**config.mk**
```make
export PLATFORM = sky130hd
export DESIGN_NAME = nubus_master_sched
export DESIGN_NICKNAME = d
export VERILOG_FILES = /design/src/rtl/nubus_master_sched.sv
export SDC_FILE = /design/constraint.sdc
export NUM_CORES = 1
export LEC_CHECK = 0
export ABC_CLOCK_PERIOD_IN_PS = 5400
export CORE_UTILIZATION = 42
export CTS_CLUSTER_DIAMETER = 60
export DETAILED_ROUTE_END_ITERATION = 10
export PLACE_DENSITY = 0.79
export SKIP_LAST_GASP = 1
export SYNTH_ARGS = -nofsm -noshare
export SYNTH_HDL_FRONTEND = slang
export SYNTH_SLANG_ARGS = --single-unit
```
**constraint.sdc**
```tcl
create_clock -name nub_clkn -period 5.4 [get_ports nub_clkn]
set_clock_uncertainty 0.2 [all_clocks]
set_input_delay 1.08 -clock nub_clkn [delete_from_list [all_inputs] [get_ports nub_clkn]]
set_output_delay 1.08 -clock nub_clkn [all_outputs]
set_load 0.05 [all_outputs]
```
**src/rtl/nubus_master_sched.sv**
```systemverilog
// nubus_master_sched
//   Shares one NuBus master controller between NREQ local requesters.
//   A round-robin pick selects one requester. The block then raises cpu_valid/cpu_lock
//   toward the master. It also runs the distributed ARB[3:0] contention, using a settle
//   timer to produce arb_grant. Master ownership is tracked to completion. The selected
//   requester then gets a done pulse, or a done+err pulse if the watchdog expires.
// Ports
//   nub_clkn, reset        : clock (rising edge), async active-high reset
//   req_i, lock_i          : per-requester level request / locked-transaction flag
//   gnt_o, done_o, err_o   : one-hot grant, completion pulse, timeout pulse
//   cpu_valid_o/lock_o     : request to the master controller
//   arb_grant_o            : contention won and settled
//   arbcy_i, owner_i       : master status (arbitrating / owns bus)
//   card_id_i, nub_arbn_i  : slot ID, sampled active-low ARB lines
//   arb_drv_o, rqst_drv_o  : 1 = pull the corresponding open-collector line low
module nubus_master_sched #(
    parameter int NREQ       = 4,
    parameter int ARB_SETTLE = 2,
    parameter int TMO_W      = 8
) (
    input  logic            nub_clkn,
    input  logic            reset,
    input  logic [NREQ-1:0] req_i,
    input  logic [NREQ-1:0] lock_i,
    output logic [NREQ-1:0] gnt_o,
    output logic [NREQ-1:0] done_o,
    output logic            err_o,
    output logic            cpu_valid_o,
    output logic            cpu_lock_o,
    output logic            arb_grant_o,
    input  logic            arbcy_i,
    input  logic            owner_i,
    input  logic [3:0]      card_id_i,
    input  logic [3:0]      nub_arbn_i,
    output logic [3:0]      arb_drv_o,
    output logic            rqst_drv_o
);

    localparam int SW = (NREQ > 1) ? $clog2(NREQ) : 1;
    localparam int CW = $clog2(ARB_SETTLE + 1);
    localparam logic [CW-1:0]    SETTLE_MAX = CW'(ARB_SETTLE);
    // Fires one count early so err_o is visible in the cycle the counter reaches all-ones.
    localparam logic [TMO_W-1:0] WD_LAST    = {{(TMO_W-1){1'b1}}, 1'b0};
    localparam logic [NREQ-1:0]  ONE        = NREQ'(1);
    localparam logic [SW-1:0]    PTR_RST    = SW'(NREQ - 1);

    typedef enum logic [1:0] {IDLE, ARB, OWN, XFER} state_t;

    state_t           state;
    logic [SW-1:0]    sel;
    logic [SW-1:0]    ptr;
    logic [TMO_W-1:0] wdog;
    logic [CW-1:0]    settle;

    logic             busy;
    logic             win;
    logic             pick_vld;
    logic [SW-1:0]    pick_idx;
    logic [SW-1:0]    cand;
    logic             kill;

    assign busy = (state != IDLE);

    // Round-robin search ptr+1, ptr+2, ... wrapping. Walking from farthest to nearest
    // lets the nearest requesting candidate win.
    always_comb begin
        pick_vld = 1'b0;
        pick_idx = '0;
        cand     = '0;
        for (int i = NREQ; i >= 1; i--) begin
            cand = SW'((int'(ptr) + i) % NREQ);
            if (req_i[cand]) begin
                pick_vld = 1'b1;
                pick_idx = cand;
            end
        end
    end

    // Distributed contention. Every lower ID bit is released once a higher line is
    // asserted by someone else while our own ID bit there is 0. Drive is also gated by
    // busy so that reset or IDLE drops the lines immediately.
    always_comb begin
        kill      = 1'b0;
        arb_drv_o = '0;
        for (int k = 3; k >= 0; k--) begin
            arb_drv_o[k] = busy & arbcy_i & card_id_i[k] & ~kill;
            kill         = kill | (~nub_arbn_i[k] & ~card_id_i[k]);
        end
    end

    assign win         = (~nub_arbn_i == card_id_i);
    assign arb_grant_o = busy & arbcy_i & (settle == SETTLE_MAX) & win;
    assign rqst_drv_o  = arbcy_i & ~owner_i & (state == ARB);

    // Settle timer: restarts on every arbcy_i drop, saturates once the lines are trusted.
    always_ff @(posedge nub_clkn or posedge reset) begin
        if (reset)
            settle <= '0;
        else if (!arbcy_i)
            settle <= '0;
        else if (settle != SETTLE_MAX)
            settle <= settle + 1'b1;
    end

    always_ff @(posedge nub_clkn or posedge reset) begin
        if (reset) begin
            state       <= IDLE;
            sel         <= '0;
            ptr         <= PTR_RST;
            wdog        <= '0;
            gnt_o       <= '0;
            done_o      <= '0;
            err_o       <= 1'b0;
            cpu_valid_o <= 1'b0;
            cpu_lock_o  <= 1'b0;
        end else begin
            done_o <= '0;
            err_o  <= 1'b0;
            if (state == IDLE) begin
                wdog <= '0;
                if (pick_vld) begin
                    sel         <= pick_idx;
                    gnt_o       <= ONE << pick_idx;
                    cpu_valid_o <= 1'b1;
                    cpu_lock_o  <= lock_i[pick_idx];
                    state       <= ARB;
                end
            end else if (wdog == WD_LAST) begin
                // Watchdog: abandon the transaction and report it to the owner.
                err_o       <= 1'b1;
                done_o      <= ONE << sel;
                gnt_o       <= '0;
                cpu_valid_o <= 1'b0;
                cpu_lock_o  <= 1'b0;
                ptr         <= sel;
                wdog        <= '0;
                state       <= IDLE;
            end else begin
                wdog <= wdog + 1'b1;
                case (state)
                    ARB: begin
                        if (arbcy_i && arb_grant_o)
                            state <= OWN;
                    end
                    OWN: begin
                        // cpu_valid drops here so the master cannot re-arbitrate back to back.
                        if (owner_i) begin
                            cpu_valid_o <= 1'b0;
                            state       <= XFER;
                        end
                    end
                    XFER: begin
                        // owner_i was 1 on entry, so a low level here is the 1->0 edge.
                        if (!owner_i) begin
                            done_o     <= ONE << sel;
                            gnt_o      <= '0;
                            cpu_lock_o <= 1'b0;
                            ptr        <= sel;
                            wdog       <= '0;
                            state      <= IDLE;
                        end
                    end
                    default: state <= IDLE;
                endcase
            end
        end
    end

endmodule

```
# Yosys cells after proc, flatten, opt, wreduce, memory -nomap -nowiden
# Index checks and enable logic that the tools add are counted.
# totals
word_cells,133
input_bits,20
ff_bits,27
# op_classes
eq_ne,14
magnitude_cmp,5
mux,55
n_shift,2
n_reduce_logical,12
n_bitwise,29
n_addsub,6
# op_table
operator,count
4-bit 2-to-1 mux,9
8-bit 2-to-1 mux,4
2-bit 2-to-1 mux,15
1-bit 2-to-1 mux,21
1-bit AND,15
"2-bit by 3-bit less-than comparator with 1-bit output, second input constant",5
1-bit inverter,11
1-bit binary-select mux with 2-bit select,5
3-bit AND reduction,3
3-bit nonzero test,3
"8-bit by 1-bit adder with 8-bit output, second input constant",1
"8-bit equality test, second input constant",1
"4-bit inequality test, second input constant",2
"1-bit by 2-bit left shift with 4-bit output, first input constant",2
"2-bit by 1-bit adder with 2-bit output, second input constant",3
"2-bit equality test, second input constant",3
2-bit one-hot mux with 3 select lines,1
"2-bit adder, second input constant",2
4-bit equality test,1
"2-bit by 1-bit inequality test with 1-bit output, second input constant",2
"2-bit inequality test, second input constant",2
"4-bit by 1-bit inequality test with 1-bit output, second input constant",1
4-bit inverter,1
4-bit AND reduction,1
other kinds (7),9

# Logic depth before layout (Yosys ltp)
# depth
ltp_word,11
mapped_depth,8

# Worst setup path after synthesis
# No wires, ideal clock.
# synth_path
path_type,input-to-output
from,input card_id_i[1]
to,output arb_drv_o[0]
arrival_time_ns,2.946
stages,4
required_time_ns,4.120
path_slack_ns,1.174
path_cell_list,inv_1 -> ha_1 -> or2b_1 -> nor4_1
# synth_between
elab_chain_cells,5
# synth_rtl
item,line_no,source
start: declaration,33,"input logic [3:0] card_id_i,"
1-bit inverter,87,kill = kill | (~nub_arbn_i[k] & ~card_id_i[k]);
1-bit AND,87,
1-bit bitwise OR,87,
1-bit inverter,86,arb_drv_o[k] = busy & arbcy_i & card_id_i[k] & ~kill;
1-bit AND,86,
end: declaration,35,"output logic [3:0] arb_drv_o,"
# No other way between the ends.

# Worst setup path in the final report
# Same ends and word-level chain as after synthesis.

==> impl_metrics.toml <==
[status]
outcome = "completed"

[critical_path]
worst_ep_required_time_ns = 4.12
endpoint_kind = "primary output"
reg2reg_from = "state[0]"
crit_type = "input pin to primary output"
critical_path.startpoint = "card_id_i[1]"
worst_setup_path_start_kind = "input pin"
worst-endpoint-arrival_ns = 3.01
critical_path_peak_fanout = 2

[clocking]
clk_pin_slew_ns = 0.15
tritoncts = "yes"
cts_inserted_buffers = 3
cts.root.buffer_cell = "clkbuf_4"
post_cts_resized = 0
ctsHtreeMaxLevel = 1
cts_setup_buffers = 0
clock_tree.buffer_depth = 2
clk_latency_ns = 0.33
clock-sinks = 27
cts_hold_buf = 0

[power_and_ir_drop]
finalPower_mw = 0.8242
vdd_drop_max_uv = 199.2
static_leakage_nw = 0.8836
p_per_area_nw_per_um2 = 435.4

[final_layout]
post-route-util_pct = 56.73
finalNetCount = 220
final_std_cells_w_o_fill = 235
layout-drive-gt1-share_pct = 7.407
area_taken_by_multi_input_logic_gates_sq_um = 709.4
final_area_sq_um = 1893
synthToLayoutAreaGrowth_pct = 29.65
insertedDiodeCount = 0
final.fill_count = 308
sequential_cell_area_sq_um = 678.2

[synth]
synth_enable_flop_cells = 0
synth_flop_type = "dfrtp_1"
yosysMostFrequentCell = "dfrtp_1"
synth.cell_area_sq_um = 1460
ys_async_sr_fraction_pct = 100.0
post_synth_main_area_contributors = "dfrtp_1, ha_1, nand2_1"
synth_common_cells = "dfrtp_1, nand2_1, inv_1, nor2_1, ha_1"
synthesized_area_divided_by_synthesized_cell_count_sq_um = 9.670
post-synth-top-area-cell = "dfrtp_1"
ys_types = 39
synthesis_stage_register_bit_count = 27
yosysWarnings = 0
synth.top_cell.area_share_pct = 42.84
gate_count_of_the_mapped_netlist = 151
synth_fp_nets = 181
seq_total_area_yosys_pct = 46.44

[detailed_routing]
met2_length_um = 1391
wl_per_cell_um = 12.00
met3_wirelength_um = 138
drc = 0
dr.max_layer_used = "met4"
route.antenna.remaining_nets = 0
first_pass_iters = 4
met1_length_um = 1268
via_per_inst = 4.936
totalWireLength_um = 2820
num_vias = 1160
drt_iter0_drc = 31

[placement]
routabilityCongestion = 0.7674
place_inst = 231
detail_placement_hpwl_um = 2227
portBuffers = 36
place_area_sq_um = 1866

[grt]
globalRouteTotalUtil_pct = 16.37
grt_remaining_overflow = 0
first_global_vias = 1084
grt_max_degree = 28
grt_first_pass_wirelength_um = 4464
grt_antenna_before_repair = 0

[die]
io_pins = 37
floorplan.initialDensity_pct = 43.76
coreArea_sq_um = 3337
die-area_sq_um = 3716
fp.dieW_um = 60.96
floorplan.die.height_um = 60.96
std_cell_rows = 21

[job]
maxCapViolCount = 0

[timing]
report.final.hold_viol_count = 0
rsz0062_at_grt = "false"
count_of_final_max_slew_check_failures = 0
period_needed_ns = 4.285
fmax_ghz = 0.2334
max_slew_margin_pct = 32.45
setup_tns_ns = 0
total_setup_violations_reported_at_the_end_of_the_flow = 0
worst_pin_slew_ns = 1.012
final_period_util_pct = 79.36

[min_path]
hold_path_startpoint = "gnt_o[2]"
timing.hold.worst.class = "flip-flop to flip-flop"
[power breakdown]
part,switching [mW],internal (mW),leakage (nW)
Sequential,0.0546,0.266,0.348
Combinational,0.252,0.163,0.518
Clock,0.0608,0.0278,0.0177
Total,0.368,0.456,0.884
[critical path, cell delays in order]
cell and delay (ns):
clkdlybuf4s50_1 0.45, inv_1 0.05, ha_1 0.18, or2b_1 0.22, nor4_1 0.17, clkdlybuf4s50_1 0.85
[routing by layer]
metal	global-route usage (%)	up-vias
met5	0	-
met4	4.545	0
met3	4.691	4
met2	29.04	28
met1	19.30	548
li1	-	580
[registers in the layout, summed over array words and instances, names as in the netlist]
register	cells
cpu_lock_o	1
cpu_valid_o	1
done_o	4
err_o	1
gnt_o	4
ptr	2
sel	2
settle	2
state	2
wdog	8
[final timing paths]
kind / depth (start not counted) / to / slack (ns)
setup / recovery: 6 / arb_drv_o[0] / 1.11
hold / removal: 2 / gnt_o[2] / 0.32
setup reg to reg: 7 / state[1] / 3.28
hold reg to reg: 2 / gnt_o[2] / 0.32
max in group asynchronous: 2 / settle[1] / 3.31
min in group asynchronous: 2 / wdog[5] / 1.06
[kinds of logic after synthesis]
kind of cell,count (synthesis),share of synthesized area (%)
simple gates,59,20.31
flops,27,46.44
compound gates,25,12.17
buf+inv,18,4.970
fa+ha+maj,10,8.569
xor+xnor,8,4.799
mux,4,2.742
[metrics by stage]
step | hold slack (ns) | setup slack (ns)
floorplan | 0.2556 | 1.174
global placement | 0.2686 | 1.165
detailed placement | 0.2740 | 1.115
CTS | 0.3139 | 1.108
global route | 0.3256 | 1.059
finish | 0.3178 | 1.115
[area by class of cell]
type | instances | area share, %
multi-input cells | 106 | 37.48
flip-flops and latches | 27 | 35.82
repair buffers | 36 | 19.04
inverters | 16 | 3.172
well taps | 46 | 3.040
clock buffers | 3 | 1.190
clock inverters | 1 | 0.2644
[cells in the final DEF (no fill, tap or decap), types with 2 or more instances in the layout]
cell and count:
xor2_1 5, and3_1 4, nor2_1 15, o21ai_0 7, mux2i_1 4, nand3_1 4, nor3_1 2, nor4_1 2
nand2_1 19, ha_1 10, and2_1 2, a21oi_1 6, dfrtp_1 25, nand4_1 2, clkdlybuf4s50_1 36, inv_1 16
nand2b_1 2, xnor2_1 3, dfstp_2 2, clkbuf_4 3
Note: power is estimated with default switching activity, not from simulation.
